**src/rtl/alu_vec_runner_pkg.sv**
```systemverilog
// Shared definitions for the ALU vector runner: op codes, FSM states and
// the reset contents of the operand store.
package alu_vec_runner_pkg;

    localparam logic [2:0] OP_AND = 3'd0;
    localparam logic [2:0] OP_OR  = 3'd1;
    localparam logic [2:0] OP_XOR = 3'd2;
    localparam logic [2:0] OP_NOR = 3'd3;
    localparam logic [2:0] OP_ADD = 3'd4;
    localparam logic [2:0] OP_SUB = 3'd5;
    localparam logic [2:0] OP_SLT = 3'd6;
    localparam logic [2:0] OP_SLL = 3'd7;

    typedef enum logic [2:0] {
        ST_IDLE,
        ST_LOAD,
        ST_EXEC,
        ST_ACC,
        ST_HOLD,
        ST_DONE
    } state_t;

    // Corner-case operand pair for store entry idx, masked to width bits.
    // sel_b picks operand B, otherwise operand A.
    function automatic logic [63:0] default_vec(input int width, input int idx, input bit sel_b);
        logic [63:0] mask;
        logic [63:0] min_v;
        logic [63:0] max_v;
        logic [63:0] a;
        logic [63:0] b;
        mask  = (width >= 64) ? '1 : ((64'd1 << width) - 64'd1);
        min_v = 64'd1 << (width - 1);
        max_v = min_v - 64'd1;
        case (idx)
            1:       begin a = 64'd3;                 b = 64'h607;                 end
            2:       begin a = min_v;                 b = min_v;                   end
            3:       begin a = max_v;                 b = max_v;                   end
            4:       begin a = mask;                  b = mask;                    end
            5:       begin a = min_v;                 b = mask;                    end
            6:       begin a = mask;                  b = min_v;                   end
            7:       begin a = 64'h1234_5678_1234_5678; b = 64'h3333_2222_3333_2222; end
            default: begin a = 64'd0;                 b = 64'd0;                   end
        endcase
        return (sel_b ? b : a) & mask;
    endfunction

endpackage

```
**src/rtl/alu_vec_runner_if.sv**
```systemverilog
// Host-side control, store-write and display signals of the ALU vector runner.
interface alu_vec_runner_if #(
    parameter int WIDTH = 32,
    parameter int NVEC  = 8
);
    localparam int AW = $clog2(NVEC);

    logic             start;
    logic             op_sweep;
    logic [2:0]       alu_op;
    logic             step_mode;
    logic             step;
    logic             vec_we;
    logic [AW-1:0]    vec_addr;
    logic [WIDTH-1:0] vec_a;
    logic [WIDTH-1:0] vec_b;
    logic [4:0]       disp_sel;
    logic [7:0]       led;
    logic             busy;
    logic             done;
    logic             res_valid;

    modport master (
        output start, op_sweep, alu_op, step_mode, step,
        output vec_we, vec_addr, vec_a, vec_b, disp_sel,
        input  led, busy, done, res_valid
    );

    modport slave (
        input  start, op_sweep, alu_op, step_mode, step,
        input  vec_we, vec_addr, vec_a, vec_b, disp_sel,
        output led, busy, done, res_valid
    );

endinterface

```
**src/rtl/alu_vec_runner_core.sv**
```systemverilog
// Combinational WIDTH-bit ALU: eight ops, zero flag and signed overflow.
module alu_core
    import alu_vec_runner_pkg::*;
#(
    parameter int WIDTH = 32
) (
    input  logic [2:0]       op,
    input  logic [WIDTH-1:0] a,
    input  logic [WIDTH-1:0] b,
    output logic [WIDTH-1:0] f,
    output logic             zf,
    output logic             of
);

    localparam int SW = $clog2(WIDTH);

    logic [WIDTH-1:0] sum;
    logic [WIDTH-1:0] diff;

    assign sum  = a + b;
    assign diff = a - b;

    // Result select; overflow only meaningful for add/subtract.
    always_comb begin
        f  = '0;
        of = 1'b0;
        case (op)
            OP_AND: f = a & b;
            OP_OR:  f = a | b;
            OP_XOR: f = a ^ b;
            OP_NOR: f = ~(a | b);
            OP_ADD: begin
                f  = sum;
                of = (a[WIDTH-1] == b[WIDTH-1]) && (sum[WIDTH-1] != a[WIDTH-1]);
            end
            OP_SUB: begin
                f  = diff;
                of = (a[WIDTH-1] != b[WIDTH-1]) && (diff[WIDTH-1] != a[WIDTH-1]);
            end
            OP_SLT: f = {{(WIDTH-1){1'b0}}, ($signed(a) < $signed(b))};
            default: f = b << a[SW-1:0];
        endcase
        zf = (f == '0);
    end

endmodule

```
**src/rtl/alu_vec_runner.sv**
```systemverilog
// ALU vector runner: operand store, run sequencer, signature and LED display.
//
// state | meaning
// IDLE  | waiting for start, store writable
// LOAD  | fetch operand pair of current vector
// EXEC  | register ALU result and flags
// ACC   | fold result into signature, res_valid pulse
// HOLD  | step mode pause until step
// DONE  | run finished, store writable, start re-runs
module alu_vec_runner
    import alu_vec_runner_pkg::*;
#(
    parameter int WIDTH = 32,
    parameter int NVEC  = 8
) (
    input  logic             clk,
    input  logic             rst_n,
    alu_vec_runner_if.slave  bus
);

    localparam int AW = $clog2(NVEC);
    localparam int NB = WIDTH / 8;
    localparam logic [AW-1:0] LAST_VEC = AW'(NVEC - 1);

    state_t state;
    state_t state_nxt;

    logic [WIDTH-1:0] store_a [NVEC];
    logic [WIDTH-1:0] store_b [NVEC];

    logic [WIDTH-1:0] a_r;
    logic [WIDTH-1:0] b_r;
    logic [WIDTH-1:0] f_r;
    logic [WIDTH-1:0] sig;
    logic             zf_r;
    logic             of_r;
    logic [AW-1:0]    vec_idx;
    logic [2:0]       op_idx;
    logic             sweep_r;

    logic [WIDTH-1:0] alu_f;
    logic             alu_zf;
    logic             alu_of;

    logic             busy_int;
    logic             done_int;
    logic             advance;
    logic             start_run;
    logic             last_op;
    logic             last_vec;
    logic [7:0]       led_r;
    logic [7:0]       led_nxt;

    assign busy_int = (state == ST_LOAD) || (state == ST_EXEC) ||
                      (state == ST_ACC)  || (state == ST_HOLD);
    assign done_int = (state == ST_DONE);
    assign last_op  = !sweep_r || (op_idx == 3'd7);
    assign last_vec = (vec_idx == LAST_VEC);

    assign bus.busy      = busy_int;
    assign bus.done      = done_int;
    assign bus.res_valid = (state == ST_ACC);
    assign bus.led       = led_r;

    alu_core #(.WIDTH(WIDTH)) u_alu (
        .op (op_idx),
        .a  (a_r),
        .b  (b_r),
        .f  (alu_f),
        .zf (alu_zf),
        .of (alu_of)
    );

    // State register.
    always_ff @(posedge clk) begin
        if (!rst_n) state <= ST_IDLE;
        else        state <= state_nxt;
    end

    // Next-state logic; advance covers the post-result decision from ACC or HOLD.
    always_comb begin
        state_nxt = state;
        advance   = 1'b0;
        start_run = 1'b0;
        case (state)
            ST_IDLE, ST_DONE: begin
                if (bus.start) begin
                    start_run = 1'b1;
                    state_nxt = ST_LOAD;
                end
            end
            ST_LOAD: state_nxt = ST_EXEC;
            ST_EXEC: state_nxt = ST_ACC;
            ST_ACC: begin
                if (bus.step_mode) state_nxt = ST_HOLD;
                else               advance   = 1'b1;
            end
            ST_HOLD: advance = bus.step;
            default: state_nxt = ST_IDLE;
        endcase
        if (advance) begin
            if (!last_op)       state_nxt = ST_EXEC;
            else if (!last_vec) state_nxt = ST_LOAD;
            else                state_nxt = ST_DONE;
        end
    end

    // Operand store: reloaded with corner cases on reset, host writes only while not busy.
    always_ff @(posedge clk) begin
        if (!rst_n) begin
            for (int i = 0; i < NVEC; i++) begin
                store_a[i] <= WIDTH'(default_vec(WIDTH, i, 1'b0));
                store_b[i] <= WIDTH'(default_vec(WIDTH, i, 1'b1));
            end
        end else if (bus.vec_we && !busy_int && (int'(bus.vec_addr) < NVEC)) begin
            store_a[bus.vec_addr] <= bus.vec_a;
            store_b[bus.vec_addr] <= bus.vec_b;
        end
    end

    // Run counters, operand/result registers and signature.
    always_ff @(posedge clk) begin
        if (!rst_n) begin
            vec_idx <= '0;
            op_idx  <= '0;
            sweep_r <= 1'b0;
            a_r     <= '0;
            b_r     <= '0;
            f_r     <= '0;
            zf_r    <= 1'b0;
            of_r    <= 1'b0;
            sig     <= '0;
        end else begin
            if (start_run) begin
                vec_idx <= '0;
                op_idx  <= bus.op_sweep ? 3'd0 : bus.alu_op;
                sweep_r <= bus.op_sweep;
                sig     <= '0;
            end
            if (state == ST_LOAD) begin
                a_r <= store_a[vec_idx];
                b_r <= store_b[vec_idx];
            end
            if (state == ST_EXEC) begin
                f_r  <= alu_f;
                zf_r <= alu_zf;
                of_r <= alu_of;
            end
            if (state == ST_ACC) begin
                sig <= {sig[WIDTH-2:0], sig[WIDTH-1]} ^ f_r ^ {{(WIDTH-2){1'b0}}, zf_r, of_r};
            end
            if (advance) begin
                if (!last_op) begin
                    op_idx <= op_idx + 3'd1;
                end else if (!last_vec) begin
                    vec_idx <= vec_idx + AW'(1);
                    if (sweep_r) op_idx <= 3'd0;
                end
            end
        end
    end

    // LED source mux; byte indices beyond the word read as zero.
    always_comb begin
        logic [7:0] f_byte;
        logic [7:0] s_byte;
        f_byte = 8'h00;
        s_byte = 8'h00;
        for (int i = 0; i < NB; i++) begin
            if (bus.disp_sel[2:0] == 3'(i)) begin
                f_byte = f_r[8*i +: 8];
                s_byte = sig[8*i +: 8];
            end
        end
        if (!bus.disp_sel[4])      led_nxt = f_byte;
        else if (!bus.disp_sel[3]) led_nxt = s_byte;
        else                       led_nxt = {zf_r, 5'b0, of_r, done_int};
    end

    // Registered display byte.
    always_ff @(posedge clk) begin
        if (!rst_n) led_r <= 8'h00;
        else        led_r <= led_nxt;
    end

endmodule

```
**src/flat_wrapper.sv**
```systemverilog
// flat-port wrapper written by rule: the top's interface ports become plain ports
module alu_vec_runner_flat import alu_vec_runner_pkg::*;
#(
    parameter int WIDTH = 32,
    parameter int NVEC  = 8
)
  (clk, rst_n, bus_start, bus_op_sweep, bus_alu_op, bus_step_mode, bus_step, bus_vec_we, bus_vec_addr, bus_vec_a, bus_vec_b, bus_disp_sel, bus_led, bus_busy, bus_done, bus_res_valid);
  alu_vec_runner_if #(.WIDTH(WIDTH), .NVEC(NVEC)) bus_i ();
  input  logic clk;
  input  logic rst_n;
  input wire logic [$bits(bus_i.start)-1:0] bus_start;
  input wire logic [$bits(bus_i.op_sweep)-1:0] bus_op_sweep;
  input wire logic [$bits(bus_i.alu_op)-1:0] bus_alu_op;
  input wire logic [$bits(bus_i.step_mode)-1:0] bus_step_mode;
  input wire logic [$bits(bus_i.step)-1:0] bus_step;
  input wire logic [$bits(bus_i.vec_we)-1:0] bus_vec_we;
  input wire logic [$bits(bus_i.vec_addr)-1:0] bus_vec_addr;
  input wire logic [$bits(bus_i.vec_a)-1:0] bus_vec_a;
  input wire logic [$bits(bus_i.vec_b)-1:0] bus_vec_b;
  input wire logic [$bits(bus_i.disp_sel)-1:0] bus_disp_sel;
  output wire logic [$bits(bus_i.led)-1:0] bus_led;
  output wire logic [$bits(bus_i.busy)-1:0] bus_busy;
  output wire logic [$bits(bus_i.done)-1:0] bus_done;
  output wire logic [$bits(bus_i.res_valid)-1:0] bus_res_valid;
  assign bus_i.start = bus_start;
  assign bus_i.op_sweep = bus_op_sweep;
  assign bus_i.alu_op = bus_alu_op;
  assign bus_i.step_mode = bus_step_mode;
  assign bus_i.step = bus_step;
  assign bus_i.vec_we = bus_vec_we;
  assign bus_i.vec_addr = bus_vec_addr;
  assign bus_i.vec_a = bus_vec_a;
  assign bus_i.vec_b = bus_vec_b;
  assign bus_i.disp_sel = bus_disp_sel;
  assign bus_led = bus_i.led;
  assign bus_busy = bus_i.busy;
  assign bus_done = bus_i.done;
  assign bus_res_valid = bus_i.res_valid;
  alu_vec_runner #(.WIDTH(WIDTH), .NVEC(NVEC)) u_core (.clk(clk), .rst_n(rst_n), .bus(bus_i));
endmodule
```
**config.mk**
```make
export PLATFORM = sky130hd
export DESIGN_NAME = alu_vec_runner_flat
export DESIGN_NICKNAME = d
export VERILOG_FILES = /design/src/rtl/alu_vec_runner_pkg.sv /design/src/rtl/alu_vec_runner_if.sv /design/src/rtl/alu_vec_runner_core.sv /design/src/rtl/alu_vec_runner.sv /design/src/flat_wrapper.sv
export SDC_FILE = /design/constraint.sdc
export NUM_CORES = 1
export LEC_CHECK = 0
export ABC_CLOCK_PERIOD_IN_PS = 12700
export CELL_PAD_IN_SITES_DETAIL_PLACEMENT = 1
export CELL_PAD_IN_SITES_GLOBAL_PLACEMENT = 2
export CORE_MARGIN = 8
export CORE_UTILIZATION = 47
export CTS_CLUSTER_SIZE = 8
export DETAILED_ROUTE_END_ITERATION = 12
export GPL_ROUTABILITY_DRIVEN = 0
export PLACE_DENSITY_LB_ADDON = 0.05
export REMOVE_ABC_BUFFERS = 1
export SETUP_SLACK_MARGIN = 0.5
export SKIP_CTS_REPAIR_TIMING = 1
export SLEW_MARGIN = 20
export SYNTH_ARGS = -nofsm -noshare
export SYNTH_HDL_FRONTEND = slang
export SYNTH_SLANG_ARGS = --single-unit
```
**constraint.sdc**
```tcl
create_clock -name clk -period 12.7 [get_ports clk]
set_input_delay 1.905 -clock clk [delete_from_list [all_inputs] [get_ports clk]]
set_output_delay 1.905 -clock clk [all_outputs]
set_load 0.01 [all_outputs]
```
== Word-level counts from Yosys, hierarchy flattened ==
Memories as Yosys holds them, arrays and structs flattened. A register that Yosys moved wholly into a read port is not among the register bits.
Index checks and enable logic that the tools add are counted.

* $add $sub $neg: 4
* Magnitude comparators: 1
* Equality and inequality tests: 23
* Shifts and indexed selects: 1
* Mux-type cells: 52
* Bitwise operators: 6
* Reductions and logical operators: 20

{| class="wikitable"
|+ Operators with widths
! kind !! number
|-
| $mux 32 || 12
|-
| $pmux 32 s7 || 1
|-
| $mux 8 || 10
|-
| $reduce_or 32->1 || 2
|-
| $xor 32x32->32 || 2
|-
| $mux 3 || 17
|-
| $add 32x32->32 || 1
|-
| $and 32x32->32 || 1
|-
| $logic_not 32->1 || 1
|-
| $lt 32x32->1 || 1
|-
| $not 32->32 || 1
|-
| $or 32x32->32 || 1
|-
| $shl 32x5->32 || 1
|-
| $sub 32x32->32 || 1
|-
| $xor 32x2->32 || 1
|-
| $eq 3x3->1 const B || 7
|-
| $eq 3x2->1 const B || 6
|-
| $pmux 3 s5 || 1
|-
| $eq 3x1->1 const B || 3
|-
| $logic_not 3->1 || 3
|-
| $mux 1 || 9
|-
| $add 3x1->3 const B || 2
|-
| $ne 3x2->1 const B || 2
|-
| $logic_not 1->1 || 4
|-
| 9 further kinds || 17
|}

* Register bits: 84
* RAM bits: 512
* Output and inout port bits: 11
* Word-level logic and storage cells: 118
* Memories kept: 2

{| class="wikitable"
|+ Memory list
! memory !! words !! bits a word !! rd ports !! clocked after Yosys merged registers in !! wr ports !! line !! text
|-
| u_core.store_a || 8 || 32 || 1 || 1 || 8 || alu_vec_runner.sv:28 || <nowiki>logic [WIDTH-1:0] store_a [NVEC];</nowiki>
|-
| u_core.store_b || 8 || 32 || 1 || 1 || 8 || alu_vec_runner.sv:29 || <nowiki>logic [WIDTH-1:0] store_b [NVEC];</nowiki>
|}

== Logic depth before layout (Yosys ltp) ==
* Depth after elaboration: 11
* Depth in mapped cells: 16
* Mapped depth without buffers: 14

== Modules after synthesis ==
From an unflattened synthesis, not the netlist that was laid out.

* Cells, all modules: 3204
* Area total of the unflattened synthesis: 36342.4 um^2

{| class="wikitable"
|+ Modules (own cells, without submodules)
! module !! instances !! cells an instance !! area an instance (um^2)
|-
| alu_vec_runner || 1 || 2023 || 28373.5
|-
| alu_core || 1 || 1181 || 7968.9
|}

== Worst setup path before layout ==
Ideal clock, no wire load.

* Path kind: input-to-reg
* Start point: input bus_vec_addr[0]
* End point: memory u_core.store_a[2][0], enable pin
* Arrival: 7.286 ns
* Required time: 12.126 ns
* Slack: 4.840 ns
* Cell stages on the path: 5
* Path buffers: 3
* Path through: or3_1 clkbuf_1 clkbuf_1 clkbuf_1 o21ai_0

{| class="wikitable"
|+ RTL lines
! element !! line !! text
|-
| start, declared || flat_wrapper.sv:17 || <nowiki>input wire logic [$bits(bus_i.vec_addr)-1:0] bus_vec_addr;</nowiki>
|-
| end, declared || alu_vec_runner.sv:28 ||
|}

==> summary.txt <==
Power and ir drop
  – Leak: 0.0134 uW
  – Maximum vdd drop: 0.125 mV
  – Pwr/cell area: about 150 nW/um^2

Clocking
  – Number of buffers created by CTS: 93
  – Clock Pin Slew Worst Setup and Hold Paths: approximately 0.050 ns
  – CTS tree: yes
  – H-tree lvl count: 3
  – CTS sink count: 660
  – CTS root buf: clkbuf_16
  – Max Root-Sink Buffers: 3
  – Worst-Skew Late Latency: 0.66 ns

Global route
  – GR Util All Layers: 28.0%
  – First-pass GRT wire length: 184 mm
  – Largest net degree at the start of global routing: about 100
  – Antenna violations before repair: 2
  – Vias in the first global route: 28400
  – Grt ovf: 0

Critical path
  – Worst Path Arrival: 5.40 ns
  – Worst-path fanout max: 65
  – Worst Path Required: about 13 ns
  – Worst setup EP type: flop
  – Crit path launch type: input port
  – Setup CP Type: in -> reg
  – Worst Reg2Reg Path Length in Cells: 14

Route
  – Vias: 26900
  – Vias per cell: 6.36
  – Drt total wl: 123 mm
  – # DRC: 0
  – Final ANT Viol Nets: 0
  – Drt wl/cell: 29.0 microns
  – DR iter-0 viols: 2099
  – 1st-pass router iterations: 6

Yosys
  – Synth top area share: 42.2%
  – Dominant cells by area after synthesis: edfxtp_1 (42%), mux4_2 (10%), dfxtp_1 (8.1%)
  – #FFs+latches synth: 660
  – Synth unique cells: 89
  – Post-synthesis area per instance: 11.6 sq um
  – Cell taking the most area after synthesis: edfxtp_1
  – Register area share after synthesis: ~50%
  – Syn. warnings: 0
  – Asr flop ratio synth: 0%
  – Syn Inst Count: 3149
  – Primary FF master, synth: edfxtp_1
  – Mapped Area: 36400 sq um
  – EDFF count, synth: around 510

Hold path
  – Hold Path Stages: 2
  – Hold Crit Class: reg -> reg

Outcome
  – Status: finished clean

Timing
  – Final Hold Viols: 0
  – Setup-failing EPs final: 0
  – Fmax achieved: 194 MHz
  – Post-route minimum period: 5.14 ns
  – Fin crit share: 40.5%
  – Fin Setup TNS: 0 ns
  – Worst Tran Pin Value: 1.12 ns
  – Slew HR: 24.4%
  – Final Skew: between 0.04 and 0.05 ns
  – RSZ-0062 raised after global routing: no
  – Max-slew violations: 0
  – Worst Hold Slack: approximately 0.49 ns

Floorplanning
  – Cell Rows: 102
  – Die Span Y: 294 microns
  – IO Count: 93
  – Initial core utilization: 47.3%
  – Core footprint: between 70000 and 80000 sq um
  – Die span in x: between 200 and 300 microns
  – Die area: 86700 sq um

Job
  – Max-cap check violation count: 0

Cells and area
  – Commonest cells after routing, fill and taps aside: edfxtp_1 (512), and2_1 (294), nor2_1 (227), or3_1 (223), mux4_2 (163)
  – Layout cells sized above 1: 12.2%
  – Final net count: roughly 3300
  – Commonest non-fill, non-tap cell in the layout: edfxtp_1
  – Area Growth Syn to Fin: 12.4%
  – Design Area, Final: slightly above 40000 sq um

Placed design
  – Placed Area: about 38000 sq um
  – Post-DP HPWL: 82.5 mm
  – I/O Buffers: 92
-- critical path: stages --
cell and delay, ns:
clkdlybuf4s50_1 0.47, buf_4 0.41, nand2_1 0.17, nor2_1 0.22, nand2_4 0.26, nor3_2 0.19, buf_4 0.68, nand2b_4 1.00
-- cells by family (layout without fill, tap and decap cells) --
kind of cell,Yosys count,count (layout),synth area share (%)
buffers and inverters,386,430,4.17
AO/OA/AOI/OAI,572,572,11.0
AND/OR/NAND/NOR,1104,1104,16.2
XOR/XNOR,44,44,1.06
other,0,1,0
flip-flops,660,660,50.3
multiplexers,277,277,13.6
adder cells (fa/ha/maj),106,106,3.68
-- worst paths after layout --
kind,start,slack [ns],end
setup / recovery,rst_n,7.56,u_core.store_a[1][2]
hold / removal,u_core.sig[17],0.49,u_core.sig[17]
setup reg to reg,u_core.a_r[3],7.59,u_core.zf_r
hold reg to reg,u_core.sig[17],0.49,u_core.sig[17]
-- flip-flops by register name, indices dropped and copies added (netlist names) --
| signal | count |
|---|---|
| u_core.sweep_r | 1 |
| u_core.store_b | 256 |
| u_core.state | 3 |
| u_core.sig | 32 |
| u_core.zf_r | 1 |
| u_core.store_a | 256 |
| u_core.bus.led | 8 |
| u_core.a_r | 32 |
| u_core.op_idx | 3 |
| u_core.of_r | 1 |
| u_core.b_r | 32 |
| u_core.vec_idx | 3 |
| u_core.f_r | 32 |
-- metrics by stage --
stage	utilization [%]	setup WS, ns	total power (uW)	std cells
after floorplan	-	3.98	3320	2896
after global placement	49.6	6.89	3750	4088
after detailed placement	49.7	6.88	3790	4089
after CTS	53.1	7.55	6100	4233
after global routing	53.1	7.39	6290	4233
final	53.2	7.56	6070	4234
-- synth_stat cells (13+ instances only) --
| cell | instances |
|---|---|
| a21o_1 | 13 |
| xor2_1 | 32 |
| clkbuf_1 | 193 |
| nand4_1 | 18 |
| buf_1 | 30 |
| nor3_1 | 51 |
| nor2b_1 | 18 |
| and2_1 | 294 |
| o211ai_1 | 27 |
| edfxtp_1 | 512 |
| a221oi_1 | 13 |
| nand3_1 | 62 |
| ha_1 | 104 |
| nand2b_1 | 19 |
| a222oi_1 | 24 |
| o21bai_1 | 13 |
| mux2_2 | 16 |
| a211oi_1 | 98 |
| dfxtp_1 | 148 |
| nor2_1 | 231 |
| mux2i_1 | 90 |
| or3_1 | 224 |
| buf_2 | 23 |
| nand2_1 | 132 |
| o21ai_0 | 72 |
| inv_1 | 132 |
| o31ai_1 | 15 |
| o221ai_1 | 16 |
| nor4_1 | 13 |
| mux4_2 | 163 |
| a31oi_1 | 19 |
| a21oi_1 | 139 |
-- where the power goes --
| part | internal, uW | switching [uW] |
|---|---|---|
| Combinational | 418 | 830 |
| Clock | 1370 | 938 |
| Sequential | 2420 | 94.4 |
-- area by class of cell --
type / instances / area (sq um)
clock inverters: 9 / 193
multi-input cells: 2103 / 16700
flip-flops and latches: 660 / 18400
repair buffers: 153 / 1410
clock buffers: 135 / 2480
inverters: 133 / 502
well taps: 1040 / 1300
diodes: 1 / 2.50
fillers: 7961 / 36100
-- metal layers --
| metal | track usage, % | vias up | part of all wire (%) |
|---|---|---|---|
| met2 | 47.9 | 901 | 50 |
| li1 | - | 11900 | - |
| met3 | 3.62 | 240 | 5.2 |
| met5 | 0 | - | 0.011 |
| met1 | 36.0 | 13900 | 41 |
| met4 | 10.8 | 2 | 4.1 |
Note: power is estimated with default switching activity, not from simulation.
